File: src/rtl/hcsr_range_ctrl.sv
// Periodic ranging controller: fires a measure pulse, waits for the echo width, converts it to cm
// by repeated subtraction and publishes it. Optional macro HCSR_RANGE_AVG_EN adds a 4-entry mean.
module hcsr_range_ctrl #(
    parameter logic [16:0] PERIOD_US  = 17'd60000,
    parameter logic [16:0] TIMEOUT_US = 17'd30000,
    parameter logic [9:0]  MAX_CM     = 10'd400
) (
    input  logic        clk_1MHz,
    input  logic        rst_n,
    input  logic        enable,
    input  logic        sensor_ready,
    input  logic [21:0] distance_raw,
    output logic        measure,
    output logic        sensor_rst,
    output logic [9:0]  dist_cm,
    output logic        dist_valid,
    output logic        out_of_range,
    output logic        timeout,
    output logic        busy
);
    localparam logic [21:0] US_PER_CM = 22'd58;

    typedef enum logic [2:0] {
        IDLE,
        FIRE,
        WAIT_DONE,
        DIVIDE,
        PUBLISH,
        HOLDOFF
    } state_t;

    state_t      state_q;
    logic [16:0] elapsed_q;
    logic        seen_busy_q;
    logic        armed_q;
    logic [21:0] rem_q;
    logic [9:0]  quo_q;
    logic        measure_q;
    logic        sensor_rst_q;
    logic        dist_valid_q;
    logic        oor_q;
    logic        timeout_q;
    logic        busy_q;
    logic [9:0]  dist_cm_q;
    logic [9:0]  result_d;
    logic        rem_ge;

    assign rem_ge = (rem_q >= US_PER_CM);

`ifdef HCSR_RANGE_AVG_EN
    logic [3:0][9:0] win_q;
    logic            win_init_q;
    logic [11:0]     win_sum;

    // Mean of the window as it will look once the current quotient is shifted in.
    always_comb begin
        if (win_init_q) begin
            win_sum = {2'b00, win_q[3]} + {2'b00, win_q[2]} + {2'b00, win_q[1]} + {2'b00, quo_q};
        end else begin
            win_sum = {quo_q, 2'b00};
        end
        result_d = rem_ge ? MAX_CM : win_sum[11:2];
    end

    always_ff @(posedge clk_1MHz or negedge rst_n) begin
        if (!rst_n) begin
            win_q      <= '0;
            win_init_q <= 1'b0;
        end else if (state_q == PUBLISH && !rem_ge) begin
            win_q      <= win_init_q ? {quo_q, win_q[3:1]} : {4{quo_q}};
            win_init_q <= 1'b1;
        end
    end
`else
    assign result_d = quo_q;
`endif

    always_ff @(posedge clk_1MHz or negedge rst_n) begin
        if (!rst_n) begin
            state_q      <= IDLE;
            elapsed_q    <= '0;
            seen_busy_q  <= 1'b0;
            armed_q      <= 1'b0;
            rem_q        <= '0;
            quo_q        <= '0;
            measure_q    <= 1'b0;
            sensor_rst_q <= 1'b0;
            dist_valid_q <= 1'b0;
            oor_q        <= 1'b0;
            timeout_q    <= 1'b0;
            busy_q       <= 1'b0;
            dist_cm_q    <= '0;
        end else begin
            measure_q    <= 1'b0;
            sensor_rst_q <= 1'b0;
            dist_valid_q <= 1'b0;
            timeout_q    <= 1'b0;
            // Holds off the first measure by one extra edge after reset release.
            armed_q      <= 1'b1;
            if (state_q != IDLE && state_q != FIRE && !(&elapsed_q)) begin
                elapsed_q <= elapsed_q + 17'd1;
            end
            case (state_q)
                IDLE: begin
                    if (armed_q && enable && sensor_ready) begin
                        state_q   <= FIRE;
                        measure_q <= 1'b1;
                        busy_q    <= 1'b1;
                    end
                end
                FIRE: begin
                    elapsed_q   <= '0;
                    seen_busy_q <= 1'b0;
                    state_q     <= WAIT_DONE;
                end
                WAIT_DONE: begin
                    if (elapsed_q == TIMEOUT_US) begin
                        timeout_q    <= 1'b1;
                        sensor_rst_q <= 1'b1;
                        state_q      <= HOLDOFF;
                    end else if (sensor_ready && seen_busy_q) begin
                        rem_q   <= distance_raw;
                        quo_q   <= '0;
                        state_q <= DIVIDE;
                    end else if (!sensor_ready) begin
                        seen_busy_q <= 1'b1;
                    end
                end
                DIVIDE: begin
                    if (rem_ge && quo_q < MAX_CM) begin
                        rem_q <= rem_q - US_PER_CM;
                        quo_q <= quo_q + 10'd1;
                    end else begin
                        state_q <= PUBLISH;
                    end
                end
                PUBLISH: begin
                    dist_cm_q    <= result_d;
                    oor_q        <= rem_ge;
                    dist_valid_q <= 1'b1;
                    state_q      <= HOLDOFF;
                end
                HOLDOFF: begin
                    if (elapsed_q >= PERIOD_US) begin
                        state_q <= IDLE;
                        busy_q  <= 1'b0;
                    end
                end
                default: begin
                    state_q <= IDLE;
                    busy_q  <= 1'b0;
                end
            endcase
        end
    end

    assign measure      = measure_q;
    assign sensor_rst   = sensor_rst_q;
    assign dist_cm      = dist_cm_q;
    assign dist_valid   = dist_valid_q;
    assign out_of_range = oor_q;
    assign timeout      = timeout_q;
    assign busy         = busy_q;

endmodule

File: config.mk
export PLATFORM = sky130hd
export DESIGN_NAME = hcsr_range_ctrl
export DESIGN_NICKNAME = d
export VERILOG_FILES = /design/src/rtl/hcsr_range_ctrl.sv
export SDC_FILE = /design/constraint.sdc
export NUM_CORES = 1
export LEC_CHECK = 0
export CORE_MARGIN = 2
export CORE_UTILIZATION = 37
export CTS_BUF_LIST = sky130_fd_sc_hd__clkbuf_4 sky130_fd_sc_hd__clkbuf_8
export DETAILED_ROUTE_END_ITERATION = 6
export PLACE_DENSITY = 0.58
export SETUP_SLACK_MARGIN = 0.15
export SYNTH_ARGS = -nofsm -noshare
export SYNTH_HDL_FRONTEND = slang
export SYNTH_SLANG_ARGS = --single-unit
export TNS_END_PERCENT = 100
File: constraint.sdc
create_clock -name clk_1MHz -period 4.6 [get_ports clk_1MHz]
set_input_delay 0.46 -clock clk_1MHz [delete_from_list [all_inputs] [get_ports clk_1MHz]]
set_output_delay 0.46 -clock clk_1MHz [all_outputs]
set_load 0.02 [all_outputs]
==> results.ini <==
[finish]
syn2layout_area_growth_pct = 20.2
multi_input_comb_area_um2 = 1740
insertedDiodeCount = 0
fillers = 912
regArea_um2 = 1700
postLayoutCoreUtil_pct = 46.2
drive_gt1_share_pct = 8.37
finish.net_count = 432

[yosys]
synth_ff_type = sky130_fd_sc_hd__dfrtp_1
synth.top_cell.area_share_pct = 47.4
post_synth_and_or_nand_nor_area_fraction_pct = 20.3
ys_seq_area_share_pct = 47.4
netlist_top_cells_count = 68 x sky130_fd_sc_hd__dfrtp_1, 38 x sky130_fd_sc_hd__nor2_1, 21 x sky130_fd_sc_hd__nand2_1
asyncSetResetFlopFracSynth_pct = 100
synth_area_leaders = sky130_fd_sc_hd__dfrtp_1 47%, sky130_fd_sc_hd__nor2_1 4.0%, sky130_fd_sc_hd__mux2_2 3.1%, sky130_fd_sc_hd__a21oi_1 2.8%, sky130_fd_sc_hd__xor2_1 2.4%
synth_mux_area_share_pct = 3.97
ys_warn_count = 0
netlist.top_cell.by_area = sky130_fd_sc_hd__dfrtp_1
syn-instance-count = 369
post-synth-top-count-cell = sky130_fd_sc_hd__dfrtp_1
synth_compound_area_share_pct = 18.9
post_synth_edffs = 0
synthXorXnorAreaFrac_pct = 3.42
synth_top_family_by_area = simple AND/OR/NAND/NOR gates
yosys.area_share.adder_pct = 1.74
ys_seq_elements = 68
yosysUniqueCellTypes = 55
synthesis.nets = 400
mappedNetlistArea_um2 = 3590
syn-mean-instance-area_um2 = 9.72

[clocking]
clock-root-buffer = sky130_fd_sc_hd__clkbuf_8
tritoncts_clock_tree = yes
clock_buffers_created_by_tritoncts = 9
clkSinkCount = 68
clk_latency_ns = 0.34
path_clk_slew_ns = 0.08
cts-resized-gates = 0
h-tree-depth = 3
cts_hold_buffers_added = 0
post_cts_buffers = 0
clockBufferDepth = 2

[setup_path]
worst_path_largest_cell_delay_ns = 0.85
worst-setup-path-type = register to register
worst-endpoint-arrival_ns = 3.28
critical_path.max_fanout = 30
critical-path-slowest-cell = sky130_fd_sc_hd__a21o_1
cp-end-kind = register
setup.reg_to_reg.worst_slack_ns = 1.50
critical_path_required_ns = 4.79
timing.critical_path.cells = or3_1, nor4_1, a21o_1, and2_1, o211ai_1
critical_path.startpoint_type = register

[timing]
max_slew.worst_pin.slew_ns = 1.03
finalWorstSetupSlack_ns = 1.50
grt_setup_unrepaired = no
worst_slew_margin_rel_pct = 30.6
setup_tns_ns = 0
final_hold_viol_count = 0
min_period_over_period_pct = 67.3
period_minus_slack_ns = 3.10
clock_skew_ns = 0.0126
report.final.setup_viol = 0
finalMaxSlewViolations = 0
fmaxAchievable_ghz = 0.323

[global_route]
grtUsageMet2_pct = 27.5
antenna_found_initial = 0
grt_overflow = 0
grt.total_usage_pct = 16.6
met1_usage_pct = 21.7
grt_max_degree = 39
grt_pass1_wl_um = 13800
grt_pass1_vias = 2857
globalRoute.busiestLayer = met2
groute.layer.met3.usage_pct = 2.80

[routing]
number_of_vias_after_detailed_routing = 2952
route.antenna.remaining_nets = 0
post-route-drc-count = 0
detail_route.wl_per_cell_um = 15.2
drtIter0Drc = 151
wl_um = 8110
average_via_count_per_standard_cell = 5.52
drt_pass1_iterations = 4

[place]
gp_congestion = 0.833
placement.io_buffers = 40
place_ws_ns = 1.51
post-dp-hpwl_um = 5340

[die]
die-width_um = 102
placementRows = 35
starting_density_pct = 38.5
floorplan.die_area_um2 = 10500
design.core.area_um2 = 9330
fp.dieH_um = 102
ios = 42

[pwr]
totalPowerFinal_uw = 2570
power_density_nw_per_um2 = 596
static-leakage-power_uw = 0.00185
max-vdd-ir-drop_v = 0.000219

[hold_path]
holdCritPathClass = input pin to async pin

[status]
run_status = finished clean

[flow_run]
max_capacitance_violation_count = 0

==> through the flow <==
stage | hold slack (ns) | area, um^2 | cells
detailed placement | 0.498 | 4070 | 519
global route | 0.226 | 4310 | 535
finish | 0.169 | 4310 | 535
global placement | 0.489 | 4070 | 519
CTS | 0.185 | 4310 | 535
floorplan | 0.164 | 3590 | 369
==> metal layers <==
metal	share of wire, %	up-vias
met5	0	-
met4	1.4	0
met3	2.7	9
met2	47	41
met1	49	1459
li1	-	1443
==> cell families after synthesis <==
group | count (synthesis)
AOI/OAI and AO/OA | 98
xor gates and xnor gates | 14
adders and majority gates | 5
buffers and inverters | 32
DFF | 68
muxes | 13
other | 1
and+or+nand+nor | 138
==> power breakdown <==
part	total [uW]	internal, uW	switching, uW
sequential	1020	793	230
clock	602	367	235
combinational	946	428	518
==> sequential cells by signal (all words and copies together), names as in the netlist <==
register / cells
dist_cm: 10
seen_busy_q: 1
rem_q: 21
busy: 1
dist_valid: 1
measure: 1
state_q: 3
elapsed_q: 17
armed_q: 1
quo_q: 10
timeout: 1
out_of_range: 1
==> critical path: cells and delay by family (launching register included) <==
family	cells	cell delay, ns
and+or+nand+nor	3	1.50
AOI/OAI and AO/OA	2	1.04
DFF	1	0.41
==> layout by cell type, fill, tap and decap left out, types with 5 or more instances in the layout <==
cell                              instances
sky130_fd_sc_hd__a31oi_1                 13
sky130_fd_sc_hd__clkdlybuf4s50_1         39
sky130_fd_sc_hd__and3_1                   6
sky130_fd_sc_hd__clkbuf_8                 9
sky130_fd_sc_hd__o22a_1                   9
sky130_fd_sc_hd__o21ai_0                 11
sky130_fd_sc_hd__inv_1                    8
sky130_fd_sc_hd__mux2_2                  10
sky130_fd_sc_hd__o22ai_1                  5
sky130_fd_sc_hd__dfrtp_1                 68
sky130_fd_sc_hd__nand2_1                 21
sky130_fd_sc_hd__o211ai_1                 5
sky130_fd_sc_hd__a21oi_1                 20
sky130_fd_sc_hd__nand3_1                 17
sky130_fd_sc_hd__a22oi_1                  8
sky130_fd_sc_hd__ha_1                     5
sky130_fd_sc_hd__nand4_1                  8
sky130_fd_sc_hd__and4_1                   6
sky130_fd_sc_hd__nor4_1                   7
sky130_fd_sc_hd__xor2_1                  10
sky130_fd_sc_hd__nor3_1                  12
sky130_fd_sc_hd__buf_4                    5
sky130_fd_sc_hd__nor2_1                  38
==> area by class of cell <==
cell class              instances  area share (%)
clock buffers                  10            3.05
well taps                     129            3.74
multi-input cells             269            40.4
flip-flops and latches         68            39.5
repair buffers                 45            10.0
clock inverters                 6            2.61
inverters                       8           0.696
==> final timing paths <==
path	from	to	cells after the start
worst min register to register	dist_cm[7]	dist_cm[7]	1
worst max register to register	rem_q[18]	rem_q[4]	5
max in group asynchronous	rst_n	rem_q[19]	2
worst min-delay path	rst_n	rem_q[10]	1
worst max-delay path	rem_q[18]	rem_q[4]	5
min in group clk_1MHz	dist_cm[7]	dist_cm[7]	1
(Power assumes the default switching activity.)
